===== config.mk =====
export PLATFORM = sky130hd
export DESIGN_NAME = sysa_seq
export DESIGN_NICKNAME = d
export VERILOG_FILES = /design/src/rtl/etpu_pkg.sv /design/src/rtl/res_capture.sv /design/src/rtl/sysa_seq.sv
export SDC_FILE = /design/constraint.sdc
export NUM_CORES = 1
export LEC_CHECK = 0
export BUFFER_PORTS_ARGS = -buffer_cell sky130_fd_sc_hd__buf_2
export CORE_ASPECT_RATIO = 0.7
export CORE_MARGIN = 3
export CORE_UTILIZATION = 35
export DETAILED_ROUTE_END_ITERATION = 10
export HOLD_SLACK_MARGIN = 0.1
export PLACE_DENSITY = 0.52
export SLEW_MARGIN = 0
export SYNTH_ARGS = -nofsm -noshare
export SYNTH_HDL_FRONTEND = slang
export SYNTH_SLANG_ARGS = --single-unit

===== constraint.sdc =====
create_clock -name clk -period 5.65 [get_ports clk]
set_input_delay 0.2825 -clock clk [delete_from_list [all_inputs] [get_ports clk]]
set_output_delay 0.2825 -clock clk [all_outputs]
set_load 0.01 [all_outputs]

===== src/rtl/etpu_pkg.sv =====
// etpu_pkg: shared constants and state encoding for the systolic-array job sequencer.
//   ARRAY_SIZE / N_WWORDS / N_IWORDS / N_RES : array geometry and job sizes
//   WORD_W / IN_W                            : weight word and input word widths
//   seq_state_e                              : sequencer FSM encoding
package etpu_pkg;

  localparam int unsigned ARRAY_SIZE = 3;
  localparam int unsigned N_WWORDS   = 3;
  localparam int unsigned N_IWORDS   = 3;
  localparam int unsigned N_RES      = 9;
  localparam int unsigned WORD_W     = 32;
  localparam int unsigned IN_W       = 24;

  typedef enum logic [2:0] {
    ST_IDLE   = 3'd0,
    ST_LOAD_W = 3'd1,
    ST_LOAD_I = 3'd2,
    ST_DRAIN  = 3'd3,
    ST_DONE   = 3'd4
  } seq_state_e;

endpackage


===== src/rtl/res_capture.sv =====
// res_capture: captures the three skewed array output columns into a 9-entry
// result buffer, one column per group of three entries.
// Ports:
//   clk, rst        : clock, synchronous active-high reset
//   i_clr           : clear buffer and counters (job start)
//   i_en            : array advance enable as seen by the array this cycle
//   i_col0..i_col2  : array output columns
//   i_addr          : result read index
//   o_data_c        : combinational read of the buffer (0 when i_addr > 8)
//   o_fin_c         : all columns will be fully captured after this cycle
module res_capture
  import etpu_pkg::*;
#(
  parameter int unsigned OW  = 16,
  parameter int unsigned LAT = 1
) (
  input  logic          clk,
  input  logic          rst,
  input  logic          i_clr,
  input  logic          i_en,
  input  logic [OW-1:0] i_col0,
  input  logic [OW-1:0] i_col1,
  input  logic [OW-1:0] i_col2,
  input  logic [3:0]    i_addr,
  output logic [OW-1:0] o_data_c,
  output logic          o_fin_c
);

  logic [3:0]                     r_e_cnt;
  logic [ARRAY_SIZE-1:0][1:0]     r_c;
  logic [ARRAY_SIZE-1:0][OW-1:0]  w_col;
  logic [ARRAY_SIZE-1:0]          w_cap;
  logic [ARRAY_SIZE-1:0][1:0]     w_c_nx;
  logic [ARRAY_SIZE-1:0]          w_col_fin;
  logic [N_RES-1:0]               w_we;
  logic [N_RES-1:0][OW-1:0]       w_res;

  assign w_col = {i_col2, i_col1, i_col0};

  // Column k becomes valid LAT+k enabled cycles into the job (array skew).
  for (genvar k = 0; k < ARRAY_SIZE; k++) begin : g_col
    assign w_cap[k]     = i_en && ({28'd0, r_e_cnt} >= 32'(LAT + k)) && (r_c[k] != 2'd3);
    assign w_c_nx[k]    = r_c[k] + {1'b0, w_cap[k]};
    assign w_col_fin[k] = (w_c_nx[k] == 2'd3);
    for (genvar s = 0; s < N_IWORDS; s++) begin : g_slot
      assign w_we[k*N_IWORDS + s] = w_cap[k] && (r_c[k] == 2'(s));
    end
  end

  assign o_fin_c = &w_col_fin;

  // Enabled-cycle counter (saturating) and per-column capture counters.
  always_ff @(posedge clk) begin
    if (rst || i_clr) begin
      r_e_cnt <= '0;
      r_c     <= '0;
    end else if (i_en) begin
      r_c <= w_c_nx;
      if (r_e_cnt != 4'hF) r_e_cnt <= r_e_cnt + 4'd1;
    end
  end

  // One register per result entry.
  for (genvar j = 0; j < N_RES; j++) begin : g_res
    logic [OW-1:0] r_q;
    always_ff @(posedge clk) begin
      if (rst || i_clr)  r_q <= '0;
      else if (w_we[j])  r_q <= w_col[j / N_IWORDS];
    end
    assign w_res[j] = r_q;
  end

  assign o_data_c = (i_addr < 4'(N_RES)) ? w_res[i_addr] : '0;

endmodule


===== src/rtl/sysa_seq.sv =====
// sysa_seq: single-clock job sequencer for the 3x3 systolic array. Loads three
// weight words and three input words over a valid/ready port, runs the drain
// phase and captures the skewed output columns into a readable result buffer.
// Ports:
//   clk, rst                : clock, synchronous active-high reset
//   start                   : begin a job (IDLE/DONE only)
//   cfg_valid/ready/data    : word port (weights: 32 bits, inputs: [23:0])
//   busy, done              : job in progress, one-cycle completion pulse
//   sa_en, sa_w, sa_in      : array controls (registered)
//   sa_out1..sa_out3        : array output columns 0..2
//   res_addr, res_data      : result buffer read port (combinational data)
module sysa_seq
  import etpu_pkg::*;
#(
  parameter int unsigned OW  = 16,
  parameter int unsigned LAT = 1
) (
  input  logic                       clk,
  input  logic                       rst,
  input  logic                       start,
  input  logic                       cfg_valid,
  output logic                       cfg_ready,
  input  logic [WORD_W-1:0]          cfg_data,
  output logic                       busy,
  output logic                       done,
  output logic                       sa_en,
  output logic [N_WWORDS*WORD_W-1:0] sa_w,
  output logic [IN_W-1:0]            sa_in,
  input  logic [OW-1:0]              sa_out1,
  input  logic [OW-1:0]              sa_out2,
  input  logic [OW-1:0]              sa_out3,
  input  logic [3:0]                 res_addr,
  output logic [OW-1:0]              res_data
);

  seq_state_e                       r_state, w_state_nx;
  logic [1:0]                       r_w_cnt, w_w_cnt_nx;
  logic [1:0]                       r_i_cnt, w_i_cnt_nx;
  logic [N_WWORDS-1:0][WORD_W-1:0]  r_sa_w, w_sa_w_nx;
  logic [IN_W-1:0]                  r_sa_in, w_sa_in_nx;
  logic                             r_sa_en, w_sa_en_nx;
  logic                             r_cfg_ready, w_cfg_ready_nx;
  logic                             r_busy, w_busy_nx;
  logic                             r_done, w_done_nx;
  logic                             w_clr;
  logic                             w_hs;
  logic                             w_fin;

  assign w_hs = cfg_valid && r_cfg_ready;

  // State and registered outputs.
  always_ff @(posedge clk) begin
    if (rst) begin
      r_state     <= ST_IDLE;
      r_w_cnt     <= '0;
      r_i_cnt     <= '0;
      r_sa_w      <= '0;
      r_sa_in     <= '0;
      r_sa_en     <= 1'b0;
      r_cfg_ready <= 1'b0;
      r_busy      <= 1'b0;
      r_done      <= 1'b0;
    end else begin
      r_state     <= w_state_nx;
      r_w_cnt     <= w_w_cnt_nx;
      r_i_cnt     <= w_i_cnt_nx;
      r_sa_w      <= w_sa_w_nx;
      r_sa_in     <= w_sa_in_nx;
      r_sa_en     <= w_sa_en_nx;
      r_cfg_ready <= w_cfg_ready_nx;
      r_busy      <= w_busy_nx;
      r_done      <= w_done_nx;
    end
  end

  // Next state and next register values.
  always_comb begin
    w_state_nx = r_state;
    w_w_cnt_nx = r_w_cnt;
    w_i_cnt_nx = r_i_cnt;
    w_sa_w_nx  = r_sa_w;
    w_sa_in_nx = r_sa_in;
    w_sa_en_nx = 1'b0;
    w_clr      = 1'b0;
    case (r_state)
      ST_IDLE, ST_DONE: begin
        if (start) begin
          w_clr      = 1'b1;
          w_sa_w_nx  = '0;
          w_w_cnt_nx = '0;
          w_i_cnt_nx = '0;
          w_state_nx = ST_LOAD_W;
        end
      end
      ST_LOAD_W: begin
        if (w_hs) begin
          w_sa_w_nx[r_w_cnt] = cfg_data;
          w_w_cnt_nx         = r_w_cnt + 2'd1;
          if (r_w_cnt == 2'(N_WWORDS - 1)) w_state_nx = ST_LOAD_I;
        end
      end
      ST_LOAD_I: begin
        // Without a handshake sa_in holds and sa_en drops, freezing the array.
        if (w_hs) begin
          w_sa_in_nx = cfg_data[IN_W-1:0];
          w_sa_en_nx = 1'b1;
          w_i_cnt_nx = r_i_cnt + 2'd1;
          if (r_i_cnt == 2'(N_IWORDS - 1)) w_state_nx = ST_DRAIN;
        end
      end
      ST_DRAIN: begin
        // Stop enabling once this cycle's capture completes every column.
        w_sa_in_nx = '0;
        if (w_fin) w_state_nx = ST_DONE;
        else       w_sa_en_nx = 1'b1;
      end
      default: w_state_nx = ST_IDLE;
    endcase
    w_cfg_ready_nx = (w_state_nx == ST_LOAD_W) || (w_state_nx == ST_LOAD_I);
    w_busy_nx      = w_cfg_ready_nx || (w_state_nx == ST_DRAIN);
    w_done_nx      = (r_state == ST_DRAIN) && (w_state_nx == ST_DONE);
  end

  res_capture #(
    .OW  (OW),
    .LAT (LAT)
  ) u_res_capture (
    .clk      (clk),
    .rst      (rst),
    .i_clr    (w_clr),
    .i_en     (r_sa_en),
    .i_col0   (sa_out1),
    .i_col1   (sa_out2),
    .i_col2   (sa_out3),
    .i_addr   (res_addr),
    .o_data_c (res_data),
    .o_fin_c  (w_fin)
  );

  assign cfg_ready = r_cfg_ready;
  assign busy      = r_busy;
  assign done      = r_done;
  assign sa_en     = r_sa_en;
  assign sa_w      = r_sa_w;
  assign sa_in     = r_sa_in;

endmodule


# After elaboration in Yosys (flattened, before gate mapping)
# Cells that the tools add are included.
# word_totals
out_inout_bits	140
ff_bits	285
word_cells	125
in_bits	88
# classes
magnitude_cmp	7
mux	28
reduce_logical	34
addsub	6
n_eq_ne	26
# op_table
operator	count
$mux 96	2
$pmux 96 s2	1
$bwmux 96	1
$bmux 16 s4	1
$demux 32 s2	1
$pmux 24 s2	1
$mux 16	2
$mux 32	1
$mux 24	1
$logic_and 1x1->1	18
$mux 3	6
$eq 2x2->1 const B	8
$eq 3x2->1 const B	4
$ne 2x2->1 const B	6
$pmux 3 s4	1
$reduce_and 3->1	3
$ge 4x2->1 const B	2
$pmux 2 s2	2
$add 2x1->2	3
$eq 2x1->1 const B	3
$eq 3x1->1 const B	2
$eq 3x3->1 const B	2
$logic_not 2->1	3
$mux 2	3
15 further kinds	24

# Longest topological paths before layout
# logic_depth
ltp_word	11
depth_mapped	10
depth_no_buf	10

# Cells and area by module
# A second synthesis with hierarchy kept.
# unflattened
cells_unflattened	1200
area_unflattened_um2	11985.2
# by_module_without_submodules
module	area_per_inst_um2	instances	cells_per_inst	seq_area_each_um2
res_capture	6877.8	1	711	3083.0
sysa_seq	5107.4	1	489	2622.5

# Worst setup path after synthesis
# No wires, ideal clock.
# synth_path
path_type	reg-to-reg
start	register u_res_capture.r_e_cnt[1]
end	register r_cfg_ready (netlist: cfg_ready)
arrival_ns	2.537
n_path_buf	0
synth_period_minus_slack_ns	2.671
t_required_ns	5.516
setup_ns	0.134
slack_ns	2.979
stages_incl_launch_ff	11
path_cell_list	dfxtp_1 -> inv_1 -> ha_1 -> or4b_4 -> nand2_1 -> a21oi_1 -> ha_1 -> nand3_1 -> or4_4 -> a221oi_2 -> a211oi_1
# synth_rtl
item	line	source
start, declared	res_capture.sv:29	logic [3:0] r_e_cnt;
start signal, assigned	res_capture.sv:59	if (r_e_cnt != 4'hF) r_e_cnt <= r_e_cnt + 4'd1;
end signal, assigned	sysa_seq.sv:70	r_cfg_ready <= w_cfg_ready_nx;
end, declared	sysa_seq.sv:42	logic r_cfg_ready, w_cfg_ready_nx;

==> metrics.md <==
| Metric | Value |
|---|---|
| Outcome | `finished clean` |
| Via count | `9187` |
| CTS tree | `built` |
| Worst Skew | `0.0141 ns` |
| Hold Vio Cnt, Final | `0` |
| Reg-to-reg endpoint | `cfg_ready` |
| Critical Path RT | `6.07 ns` |
| Sequential-to-total area share from yosys stat | `49.1%` |
| Sink Count | `285` |
| CP endpoint kind | `register` |
| Clock transition at path regs | `0.06 ns` |
| Top FF cell, synth | `dfxtp_1` |
| Post-synth EDFFs | `0` |
| Synth cell types | `49` |
| Die Ht | `158 um` |
| Asr flop ratio synth | `0%` |
| Avg WL per Cell | `19.2 um` |
| HP Start | `start` |
| Post-CTS sizing | `0` |
| # DRC | `0` |
| R2r startpoint | `u_res_capture.r_e_cnt[1]` |
| Area of the multi-input gates | `5470 sq um` |
| Cells after DPL | `1713` |
| GRT Total Usage | `19.4%` |
| Vias in the first global route | `9025` |
| Largest net degree at the start of global routing | `91` |
| Die X | `224 um` |
| Slack of the critical path | `2.58 ns` |
| Power Density | `289 nW/um^2` |
| Final Cycle Share | `54.4%` |
| Most frequent cells in the layout | `dfxtp_1, nor2_1, buf_2, mux2i_1, a22oi_1` |
| H-Tree Depth | `1` |
| Detailed Route Iter0 Violations | `619` |
| CP startpoint | `u_res_capture.r_e_cnt[1]` |
| GP Congestion | `0.745` |
| Clock latency on the worst-skew pair | `0.56 ns` |
| FF-to-FF setup slack | `2.58 ns` |
| Max-Cap Viols | `0` |
| # nets final | `1496` |
| Io pins | `228` |
| Die ar. | `35400 sq um` |
| First-pass GRT wire length | `54100 um` |
| RSZ-0062 raised after global routing | `false` |
| Final wirelength | `35500 um` |
| Crit path kind | `reg2reg` |
| Slew headroom | `27.1%` |
| Fillers | `3084` |
| DRT Pass-1 Iters | `5` |
| Mapped Area | `11600 sq um` |
| Worst path arrival time | `3.49 ns` |
| I/O Buffers | `227` |
| Hold WC Path Type | `in2reg` |
| Most common cell after layout, fill and taps aside | `dfxtp_1` |
| Static Leak | `0.00600 uW` |
| Grt ovf | `0` |
| Placement Setup Slack | `2.62 ns` |
| CP Max Fanout | `6` |
| Core footprint | `32500 sq um` |
| Row count | `55` |
| Placed wire-length estimate | `23300 um` |
| Hold-critical path depth | `4` |
| Antenna Violating Nets Remaining | `0` |
| Mapped Nets | `1224` |
| CTS Root Cell | `clkbuf_16` |
| Crit path time final | `3.07 ns` |
| Share of layout cells above drive strength 1 | `25.0%` |
| Synth Instances | `1125` |
| Yosys warnings | `0` |
| Area grow syn2layout | `27.8%` |
| FF+latch count, synth | `285` |
| Actual slew at the worst max-slew pin | `1.09 ns` |
| Non-Filler Instances | `1847` |
| Startpoint Class | `register` |
| Sequential standard cell area | `5710 sq um` |
| Max Freq | `0.326 GHz` |
| Fin. max-slew vios | `0` |
| Synth Area per Inst | `10.3 sq um` |
| Num CTS Buffers | `29` |
| TNS Setup | `0 ns` |
| Vias per cell | `4.97` |
| Clk buf depth | `3` |
| R2r worst-path depth | `8` |
| Antenna violations before repair | `2` |
| # setup viols final | `0` |
| Starting Density | `35.8%` |
| Hold Path Sink | `r_state[2]` |
| VDD IR max | `194 uV` |
## area by class of cell
cell class,count,area share (%)
clock inverters,14,1.05
multi-input cells,744,36.9
diodes,1,0.0169
clock buffers,39,5.68
inverters,9,0.228
flip-flops and latches,285,38.4
repair buffers,328,14.1
well taps,427,3.60
## stage by stage
step	area (sq um)	total power, uW	hold WS, ns	util (%)
2_1_floorplan	11600	2170	0.426	-
3_3_place_gp	13000	2270	0.467	40.1
3_5_place_dp	13000	2260	0.467	40.1
4_1_cts	14800	4330	0.143	45.7
5_1_grt	14800	4440	0.182	45.7
6_report	14800	4280	0.164	45.7
## kinds of logic after synthesis
kind of cell | count (synthesis) | share of synthesized area (%)
flops | 285 | 49.1
mux | 221 | 22.4
buf+inv | 96 | 4.32
fa+ha+maj | 11 | 1.19
xor+xnor | 9 | 0.679
compound gates | 138 | 8.71
simple gates | 365 | 13.6
## layer usage
metal,track usage [%],wire length [um]
met4,3.93,604
met3,3.45,1580
met5,0,13
met2,29.5,15300
met1,28.9,18000
## worst max path at each step
stage	depth (start not counted)	to
finish	8	cfg_ready
global route	8	cfg_ready
CTS	8	cfg_ready
detailed placement	8	cfg_ready
global placement	8	cfg_ready
floorplan	10	cfg_ready
## synth_stat cells (2+ instances only)
library cell  count  area [sq um]
nor3b_1           6          45.0
buf_2            50           250
xor2_1            5          43.8
o21ai_0          20           100
inv_1             8          30.0
mux2i_1         188          1880
nand3_1           6          30.0
dfxtp_1         285          5710
nand2_1          26          97.6
a22oi_1          96           721
buf_6             6          67.6
ha_1             11           138
a211oi_1          2          15.0
nand4b_1          2          17.5
nor2b_1           3          18.8
clkbuf_1         21          78.8
o221ai_2          3          45.0
nand2b_1          2          12.5
and2_1           22           138
nor3_2            4          40.0
xnor2_1           4          35.0
buf_4             9          67.6
nor2_1          279          1050
mux2_2            2          22.5
nor3_1            4          20.0
mux4_2           31           698
a21oi_1           8          40.0
## registers in the layout, indices dropped and copies added, names as in the netlist
signal                   count
u_res_capture.r_c            6
u_res_capture.g_res.r_q    144
r_state                      3
busy                         1
sa_en                        1
r_i_cnt                      2
r_w_cnt                      2
cfg_ready                    1
done                         1
u_res_capture.r_e_cnt        4
sa_w                        96
sa_in                       24
## worst max-delay path, stage by stage, from the launching register on
cell and delay (ns):
dfxtp_1 0.37, ha_1 0.23, o31ai_1 0.78, a21oi_1 0.09, ha_1 0.35, nand3_1 0.08
or4_4 0.56, a221oi_2 0.37, a211oi_1 0.12
## where the power goes
part           total [uW]  switching [uW]  leakage [uW]  internal, uW
combinational         248             157       0.00320          91.2
sequential           2020            4.40       0.00230          2010
clock                2020             835      0.000504          1180
## repair_timing
item,4_1_cts,5_1_grt
hold buffers,80,0
setup buffers,0,0
hold endpoints to repair,264,0
Note: power is estimated with default switching activity, not from simulation.
